**config.mk**
```make
export PLATFORM = sky130hd
export DESIGN_NAME = priority_arbiter_8_flat
export DESIGN_NICKNAME = d
export VERILOG_FILES = /design/src/rtl/priority_arbiter_8_pkg.sv /design/src/rtl/priority_arbiter_8_if.sv /design/src/rtl/priority_arbiter_8_prio_enc.sv /design/src/rtl/priority_arbiter_8.sv /design/src/flat_wrapper.sv
export SDC_FILE = /design/constraint.sdc
export NUM_CORES = 1
export LEC_CHECK = 0
export CAP_MARGIN = 10
export CORE_ASPECT_RATIO = 1.75
export CORE_MARGIN = 5
export CORE_UTILIZATION = 30
export DETAILED_ROUTE_END_ITERATION = 8
export PLACE_DENSITY = 0.47
export SLEW_MARGIN = 20
export SYNTH_ARGS = -nofsm -noshare
export SYNTH_HDL_FRONTEND = slang
export SYNTH_SLANG_ARGS = --single-unit
```
**constraint.sdc**
```tcl
create_clock -name clk -period 3.8 [get_ports clk]
set_input_delay 0.76 -clock clk [delete_from_list [all_inputs] [get_ports clk]]
set_output_delay 0.76 -clock clk [all_outputs]
set_load 0.01 [all_outputs]
```
**src/rtl/priority_arbiter_8_pkg.sv**
```systemverilog
// Shared constants for the 8-way arbiter: FSM and mode encodings, requester
// count, and the rotate helper used for round-robin search.
package priority_arbiter_8_pkg;

    localparam int N_REQ = 8;
    localparam int IDX_W = 3;

    typedef logic [0:0] state_t;
    localparam state_t ST_IDLE  = 1'b0;
    localparam state_t ST_GRANT = 1'b1;

    localparam logic MODE_FIXED = 1'b0;
    localparam logic MODE_RR    = 1'b1;

    // Rotate right so that bit k of the result is v[(k + amt) mod 8].
    function automatic logic [N_REQ-1:0] rotr8(input logic [N_REQ-1:0] v,
                                               input logic [IDX_W-1:0] amt);
        logic [2*N_REQ-1:0] dbl;
        dbl = {v, v} >> amt;
        return dbl[N_REQ-1:0];
    endfunction

endpackage

```
**src/rtl/priority_arbiter_8_if.sv**
```systemverilog
// Request/grant bundle between the requesters (master) and the arbiter (slave).
interface priority_arbiter_8_if;

    logic [7:0] req;
    logic       mode;
    logic       done;
    logic [7:0] gnt;
    logic [2:0] gnt_idx;
    logic       gnt_valid;
    logic       timeout;

    modport master (
        output req, mode, done,
        input  gnt, gnt_idx, gnt_valid, timeout
    );

    modport slave (
        input  req, mode, done,
        output gnt, gnt_idx, gnt_valid, timeout
    );

endinterface

```
**src/rtl/priority_arbiter_8_prio_enc.sv**
```systemverilog
// Combinational 8-input priority encoder: index of the highest set bit.
module prio_enc8_v
    import priority_arbiter_8_pkg::*;
(
    input  logic [N_REQ-1:0] vec_i,
    output logic [IDX_W-1:0] idx_o,
    output logic             valid_o
);

    // NOTE: every signal assigned in always_comb gets a default first, so no
    // path leaves it unassigned and no latch is inferred.
    always_comb begin
        idx_o   = '0;
        valid_o = |vec_i;
        for (int i = 0; i < N_REQ; i++) begin
            if (vec_i[i]) idx_o = IDX_W'(i);
        end
    end

endmodule

```
**src/rtl/priority_arbiter_8.sv**
```systemverilog
// Fixed-priority / round-robin arbiter with non-preemptive grants, release on
// done or dropped request, and forced revocation after MAX_HOLD cycles.
module priority_arbiter_8
    import priority_arbiter_8_pkg::*;
#(
    parameter int MAX_HOLD = 16
) (
    input logic                 clk,
    input logic                 rst,
    priority_arbiter_8_if.slave bus
);

    localparam int CNT_W = (MAX_HOLD > 1) ? $clog2(MAX_HOLD) : 1;
    localparam logic [CNT_W-1:0] HOLD_LAST = CNT_W'(MAX_HOLD - 1);

    state_t             state_q, state_d;
    logic [CNT_W-1:0]   cnt_q, cnt_d;
    logic [N_REQ-1:0]   gnt_q, gnt_d;
    logic [IDX_W-1:0]   idx_q, idx_d;
    logic [IDX_W-1:0]   last_q, last_d;
    logic               timeout_q, timeout_d;

    logic [IDX_W-1:0]   rot_amt;
    logic [N_REQ-1:0]   rot_req;
    logic [IDX_W-1:0]   enc_idx;
    logic               enc_valid;
    logic [IDX_W-1:0]   win_idx;
    logic               rel_now;
    logic               at_limit;

    // Round-robin: rotate so last-1 lands on bit 7, encode, rotate back (mod 8).
    assign rot_amt = (bus.mode == MODE_RR) ? last_q : '0;
    assign rot_req = rotr8(bus.req, rot_amt);
    assign win_idx = enc_idx + rot_amt;

    prio_enc8_v u_enc (
        .vec_i   (rot_req),
        .idx_o   (enc_idx),
        .valid_o (enc_valid)
    );

    assign rel_now  = bus.done | ~bus.req[idx_q];
    assign at_limit = (cnt_q == HOLD_LAST);

    always_comb begin
        state_d   = state_q;
        cnt_d     = cnt_q;
        gnt_d     = gnt_q;
        idx_d     = idx_q;
        last_d    = last_q;
        timeout_d = 1'b0;
        case (state_q)
            ST_IDLE: begin
                if (enc_valid) begin
                    state_d = ST_GRANT;
                    cnt_d   = '0;
                    gnt_d   = N_REQ'(1) << win_idx;
                    idx_d   = win_idx;
                end
            end
            ST_GRANT: begin
                if (rel_now || at_limit) begin
                    state_d   = ST_IDLE;
                    cnt_d     = '0;
                    gnt_d     = '0;
                    idx_d     = '0;
                    last_d    = idx_q;
                    timeout_d = at_limit & ~rel_now;
                end else begin
                    cnt_d = cnt_q + CNT_W'(1);
                end
            end
            default: begin
                state_d = ST_IDLE;
                cnt_d   = '0;
                gnt_d   = '0;
                idx_d   = '0;
            end
        endcase
    end

    // NOTE: sequential state uses non-blocking assignments so every register
    // samples the pre-edge values, independent of statement order.
    always_ff @(posedge clk) begin
        if (rst) begin
            state_q   <= ST_IDLE;
            cnt_q     <= '0;
            gnt_q     <= '0;
            idx_q     <= '0;
            last_q    <= '0;
            timeout_q <= 1'b0;
        end else begin
            state_q   <= state_d;
            cnt_q     <= cnt_d;
            gnt_q     <= gnt_d;
            idx_q     <= idx_d;
            last_q    <= last_d;
            timeout_q <= timeout_d;
        end
    end

    assign bus.gnt       = gnt_q;
    assign bus.gnt_idx   = idx_q;
    assign bus.gnt_valid = (state_q == ST_GRANT);
    assign bus.timeout   = timeout_q;

endmodule

```
**src/flat_wrapper.sv**
```systemverilog
// flat-port wrapper written by rule: the top's interface ports become plain ports
module priority_arbiter_8_flat import priority_arbiter_8_pkg::*;
#(
    parameter int MAX_HOLD = 16
)
  (clk, rst, bus_req, bus_mode, bus_done, bus_gnt, bus_gnt_idx, bus_gnt_valid, bus_timeout);
  priority_arbiter_8_if bus_i ();
  input logic clk;
  input logic rst;
  input wire logic [$bits(bus_i.req)-1:0] bus_req;
  input wire logic [$bits(bus_i.mode)-1:0] bus_mode;
  input wire logic [$bits(bus_i.done)-1:0] bus_done;
  output wire logic [$bits(bus_i.gnt)-1:0] bus_gnt;
  output wire logic [$bits(bus_i.gnt_idx)-1:0] bus_gnt_idx;
  output wire logic [$bits(bus_i.gnt_valid)-1:0] bus_gnt_valid;
  output wire logic [$bits(bus_i.timeout)-1:0] bus_timeout;
  assign bus_i.req = bus_req;
  assign bus_i.mode = bus_mode;
  assign bus_i.done = bus_done;
  assign bus_gnt = bus_i.gnt;
  assign bus_gnt_idx = bus_i.gnt_idx;
  assign bus_gnt_valid = bus_i.gnt_valid;
  assign bus_timeout = bus_i.timeout;
  priority_arbiter_8 #(.MAX_HOLD(MAX_HOLD)) u_core (.clk(clk), .rst(rst), .bus(bus_i));
endmodule
```
Yosys cells after proc, flatten, opt, wreduce, memory -nomap -nowiden
Cells that the tools add are included.
- eq/ne operators: 3
- add/subtract/negate cells: 2
- mux-type cells: 22
- bitwise operators: 6
- order comparisons: 1
- reduce and logical (&&, ||, !) cells: 5
- shifts and indexed selects: 2
- operator list (cell ; number):
    2-to-1 mux 3 bit ; 9
    2-to-1 mux 8 bit ; 2
    one-hot mux 8 bit (2 select lines) ; 1
    >> shifter 16 x 3 -> 8 bit ; 1
    2-to-1 mux 4 bit ; 2
    one-hot mux 4 bit (2 select lines) ; 1
    OR reduction 8 bit ; 1
    left shift 1 x 3 -> 8 bit (first input constant) ; 1
    one-hot mux 3 bit (2 select lines) ; 1
    adder 4 x 1 -> 4 bit (second input constant) ; 1
    equality test 4 bit (second input constant) ; 1
    < comparator 3 x 4 -> 1 bit (second input constant) ; 1
    2-to-1 mux 1 bit ; 4
    NOT 1 bit ; 4
    AND reduction 2 bit ; 2
    adder 3 bit ; 1
    binary-select mux 1 bit (select 3 bit) ; 1
    OR reduction 3 bit ; 1
    inequality test 2 x 1 -> 1 bit (second input constant) ; 1
    inequality test 2 bit (second input constant) ; 1
    one-hot mux 1 bit (2 select lines) ; 1
    AND 1 bit ; 1
    logical OR 1 bit ; 1
    OR 1 bit ; 1
- input bits: 12
- output and inout port bits: 13
- register bits: 20

Longest topological paths before layout
- depth in word-level cells: 13
- gate-level depth with buffers: 16
- gate-level depth less buffers: 14

By module
A second synthesis with hierarchy kept.
- cell total of the unflattened synthesis: 160
- area total of the unflattened synthesis: 1483.9 sq um
- by module, submodules not included (module ; area each (sq um) ; times used ; seq. area each (sq um) ; cells an instance):
    priority_arbiter_8 ; 1417.6 ; 1 ; 400.4 ; 148
    prio_enc8_v ; 66.3 ; 1 ; 0.0 ; 12

Worst setup path after synthesis
Ideal clock, no wire load.
- path kind: in2reg
- start point: in bus_mode
- end point: reg u_core.gnt_q[0], in the netlist u_core.bus.gnt[0]
- path buffers: 1
- stages on the path: 15
- data required time: 3.683 ns
- path slack: 0.628 ns
- arrival time: 3.055 ns
- library setup time: 0.117 ns
- cells stage by stage: and3b_1 > buf_6 > a22oi_1 > o2111ai_1 > o21ai_0 > a21boi_0 > o21ai_0 > ha_1 > inv_1 > fa_1 > xor2_1 > nand2_1 > a41oi_1 > a31o_1 > a32o_1
- longest elaborated chain between the ends: 13
- RTL lines (element ; RTL line ; source):
    start, declared ; flat_wrapper.sv:11 ; input wire logic [$bits(bus_i.mode)-1:0] bus_mode;
    2-to-1 mux 3 bit * ; priority_arbiter_8.sv:32 ; assign rot_amt = (bus.mode == MODE_RR) ? last_q : '0;
    >> shifter 16 x 3 -> 8 bit ; priority_arbiter_8_pkg.sv:19 ; dbl = {v, v} >> amt;
    2-to-1 mux 1 bit ; priority_arbiter_8_prio_enc.sv:16 ; if (vec_i[i]) idx_o = IDX_W'(i);
    2-to-1 mux 3 bit (6 in series) ; priority_arbiter_8_prio_enc.sv:16 ;
    adder 3 bit ; priority_arbiter_8.sv:34 ; assign win_idx = enc_idx + rot_amt;
    left shift 1 x 3 -> 8 bit ; priority_arbiter_8.sv:57 ; gnt_d = N_REQ'(1) << win_idx;
    2-to-1 mux 8 bit ; priority_arbiter_8.sv:54 ; if (enc_valid) begin
    one-hot mux 8 bit (2 select lines) ; priority_arbiter_8.sv:52 ; case (state_q)
    end signal, assigned ; priority_arbiter_8.sv:95 ; gnt_q <= gnt_d;
    end, declared ; priority_arbiter_8.sv:18 ; logic [N_REQ-1:0] gnt_q, gnt_d;
Mark *: on every way between the ends. The rest lies on a longest branch, timed or not. The select of a mux whose other input is x is not followed.
A chain may end at the register's enable or synchronous reset.

Worst setup path in the final report
- start point: in bus_req[3]
- end point: reg u_core.gnt_q[7], in the netlist u_core.bus.gnt[7]
- longest elaborated chain between the ends: 12
- RTL lines (element ; RTL line ; source):
    start, declared ; flat_wrapper.sv:10 ; input wire logic [$bits(bus_i.req)-1:0] bus_req;
    >> shifter 16 x 3 -> 8 bit ; priority_arbiter_8_pkg.sv:19 ;
    2-to-1 mux 1 bit ; priority_arbiter_8_prio_enc.sv:16 ;
    2-to-1 mux 3 bit (6 in series) ; priority_arbiter_8_prio_enc.sv:16 ;
    adder 3 bit ; priority_arbiter_8.sv:34 ;
    left shift 1 x 3 -> 8 bit ; priority_arbiter_8.sv:57 ;
    2-to-1 mux 8 bit ; priority_arbiter_8.sv:54 ;
    one-hot mux 8 bit (2 select lines) ; priority_arbiter_8.sv:52 ;
Parallel ways exist; a longest one is shown, timed or not. The select of a mux whose other input is x is not followed.

==> qor.csv <==
stage;metric;value;unit
final_layout;layout cells sized above 1;23.6;%
worst_setup_path;Reg2Reg Setup Slack;450;ps
worst_setup_path;Crit. End Element;register;
clock_tree;CTS max path bufs;2;
drt;via count;1622;
clock_tree;H-tree levels;1;
hold_path;Hold Crit Class;reg2reg;
timing;final setup violation count;0;
worst_setup_path;crit path max fanout;5;
global_routing;vias in the first global route;1744;
timing;clock skew;3.07;ps
die;Core Box Area;0.00550;mm²
drt;final WL;5.19;mm
flow_run;Max Cap Viol;0;
synth;Yosys cell types;51;
worst_setup_path;critical path's slowest cell;clkdlybuf4s50_1;
die;Die Area;0.00718;mm²
hold_path;Hold Crit Depth;1;
clock_tree;hold buffers post-CTS;0;
power;Leakage Power;0.000862;µW
clock_tree;TritonCTS clock tree;yes;
synth;Mean Syn Cell Area;8.64;µm²
timing;Max Fclk;0.281;GHz
global_routing;Tot GR Track Use;15.4;%
final_layout;area grow syn2layout;32.6;%
timing;period utilization;93.8;%
worst_setup_path;FF-to-FF Start;u_core.last_q[1];
synth;mapped cell area;0.00166;mm²
timing;Tightest Pin Transition;531;ps
global_routing;initial antenna violation count;0;
synth;Synth top area share;24.1;%
synth;Synth Register Bits;20;
synth;register area share after synthesis;24.1;%
global_routing;first-pass GRT wire length;8.52;mm
timing;slew margin rel.;64.5;%
timing;Tmin final;3560;ps
global_routing;total gr overflow;0;
timing;Fin Setup TNS;0;ps
synth;area leader, netlist;dfxtp_1;
worst_setup_path;CP peak stage delay;470;ps
hold_path;WHS Endpoint;u_core.cnt_q[3];
placement;post-detail-place hpwl;4.17;mm
die;num ports;25;
synth;asr flop ratio synth;0;%
synth;ranking of synthesized cells by area;dfxtp_1 (24%), mux2i_1 (7.2%), nand2_1 (5.4%), and3b_1 (5.3%), nor2_1 (5.0%);
synth;Gate Count Post-Synth;192;
clock_tree;Clk Tree Root Cell;clkbuf_8;
placement;gpl congestion;0.893;
die;Vert. Die Dim;108;µm
drt;ANT nets after route;0;
clock_tree;Clock Sinks;20;
worst_setup_path;Worst R2R Path Depth;14;
timing;final hold vios;0;
synth;synth warn;0;
worst_setup_path;CP Cell Sequence;clkdlybuf4s50_1, and3b_1, o21ai_0, and4_1, o21ai_0, a21boi_0, o21ai_0, ha_1, inv_1, fa_1, xnor2_2, nand2_1, a41oi_2, a31oi_2, o32ai_1;
drt;total iterations of the first detailed-routing run;4;
timing;Max Slew Vio Count;0;
hold_path;Min-Delay Startpoint;u_core.cnt_q[3];
clock_tree;Clock Latency Late Sink;260;ps
placement;port buffer count;24;
status;outcome;complete, no violations;
drt;DRC Markers;0;
power;pwr/cell area;348;mW/mm²
synth;number of synthesized flops with an enable pin;0;
die;Site Rows;36;
drt;drt wl/cell;16.8;µm
clock_tree;CTS Buf Count;3;
clock_tree;CTS clk-pin slew, worst paths;80;ps
worst_setup_path;Worst Path Required;3970;ps
power;PnR Total Power;765;µW
die;Die Wd;66.2;µm
global_routing;largest net degree at the start of global routing;21;
clock_tree;Setup Fix Bufs, Post-CTS;0;
worst_setup_path;FF-to-FF End;u_core.bus.gnt[7];
final_layout;Final #Nets;249;
worst_setup_path;CP arrival;3730;ps
synth;ys flop type;dfxtp_1;
final_layout;most common cell after layout, fill and taps aside;buf_4;
drt;initial DRC count;43;
worst_setup_path;crit path kind;in2reg;
final_layout;most frequent cells in the layout;buf_4 (27), nand2_1 (24), nor2_1 (22);
synth;syn nets;207;
final_layout;Inserted Diodes;0;
power;Peak VDD IR;0.120;mV
drt;via/cell ratio;5.25;
die;Initial Util;30.2;%
final_layout;fill count;593;
worst_setup_path;Crit. Startpoint;bus_req[3];
worst_setup_path;CP startpoint kind;input pin;
worst_setup_path;most used cell along the critical path;o21ai_0;
power breakdown:
| part | leakage, µW | switching, µW | internal, µW |
|---|---|---|---|
| Combinational | 0.000670 | 173 | 160 |
| Clock | 0.0000288 | 74.3 | 92.4 |
| Sequential | 0.000164 | 34.5 | 230 |
worst max-delay path: cells and delay by family:
family | cells | cell delay [ps]
xor+xnor | 1 | 190
compound gates | 7 | 1110
fa+ha+maj | 2 | 600
buf+inv | 2 | 520
simple gates | 3 | 550
state kept, by name, summed over array words and instances (netlist names):
signal,count
u_core.bus.timeout,1
u_core.bus.gnt_idx,3
u_core.bus.gnt,8
u_core.cnt_q,4
u_core.bus.gnt_valid,1
u_core.last_q,3
stage by stage:
| stage | utilization (%) | std cells | setup slack, ps | hold WS (ps) | instance area [µm²] |
|---|---|---|---|---|---|
| 2_1_floorplan | - | 192 | 628 | 429 | 1660 |
| 3_3_place_gp | 37.9 | 305 | -189 | 457 | 2080 |
| 3_5_place_dp | 37.9 | 305 | -293 | 460 | 2080 |
| 4_1_cts | 38.9 | 309 | 42.7 | 472 | 2140 |
| 5_1_grt | 40.0 | 309 | -16.4 | 515 | 2200 |
| 6_report | 40.0 | 309 | 237 | 473 | 2200 |
metal layers:
metal | GRT usage (%) | routed length (µm) | up-vias
li1 | - | - | 805
met1 | 14.7 | 1810 | 772
met2 | 31.1 | 3080 | 30
met3 | 1.56 | 104 | 15
met4 | 7.27 | 183 | 0
met5 | 0 | 0 | -
what timing repair did:
item	CTS	global route
gates resized for setup	1	14
pin swaps	0	2
hold endpoints to repair	0	0
endpoints found under the setup margin	1	9
synthesized netlist by cell type, drive strengths merged, types with 2 or more instances:
cell,count
nor4b,2
a21boi,4
nand4,5
and3b,10
a21oi,4
nor3,2
inv,5
buf,13
mux2i,13
and4,4
nor2,22
ha,2
nand2b,4
a22oi,5
o21ai,10
nand3,4
mux4,3
o2111ai,5
a31oi,3
o32ai,4
a32o,4
a41oi,2
nand2,24
dfxtp,20
layout make-up:
type	count	area (µm²)	share of cell area (%)
multi-input cells	153	1180	53.5
repair buffers	51	453	20.6
flip-flops and latches	20	402	18.3
well taps	76	95.1	4.32
clock buffers	4	55.1	2.50
inverters	5	18.8	0.853
how the worst max path moves through the flow:
| stage | to | slack, ps | cells past startpoint |
|---|---|---|---|
| 3_3_place_gp | u_core.bus.gnt[4] | -190 | 15 |
| 3_5_place_dp | u_core.bus.gnt[4] | -290 | 15 |
| 5_1_grt | u_core.bus.gnt[7] | -20 | 15 |
| 4_1_cts | u_core.bus.gnt[4] | 40 | 15 |
| 2_1_floorplan | u_core.bus.gnt[0] | 630 | 15 |
| 6_report | u_core.bus.gnt[7] | 240 | 15 |
kinds of logic (layout without fill, tap and decap cells):
family          after synthesis  count (layout)  share of synthesized area [%]
xor+xnor                      2               2                           1.06
fa+ha+maj                     3               3                           2.71
simple gates                 82              82                           26.2
buf+inv                      19              60                           8.14
flops                        20              20                           24.1
compound gates               49              49                           24.1
mux                          17              17                           13.6
(Power assumes the default switching activity.)
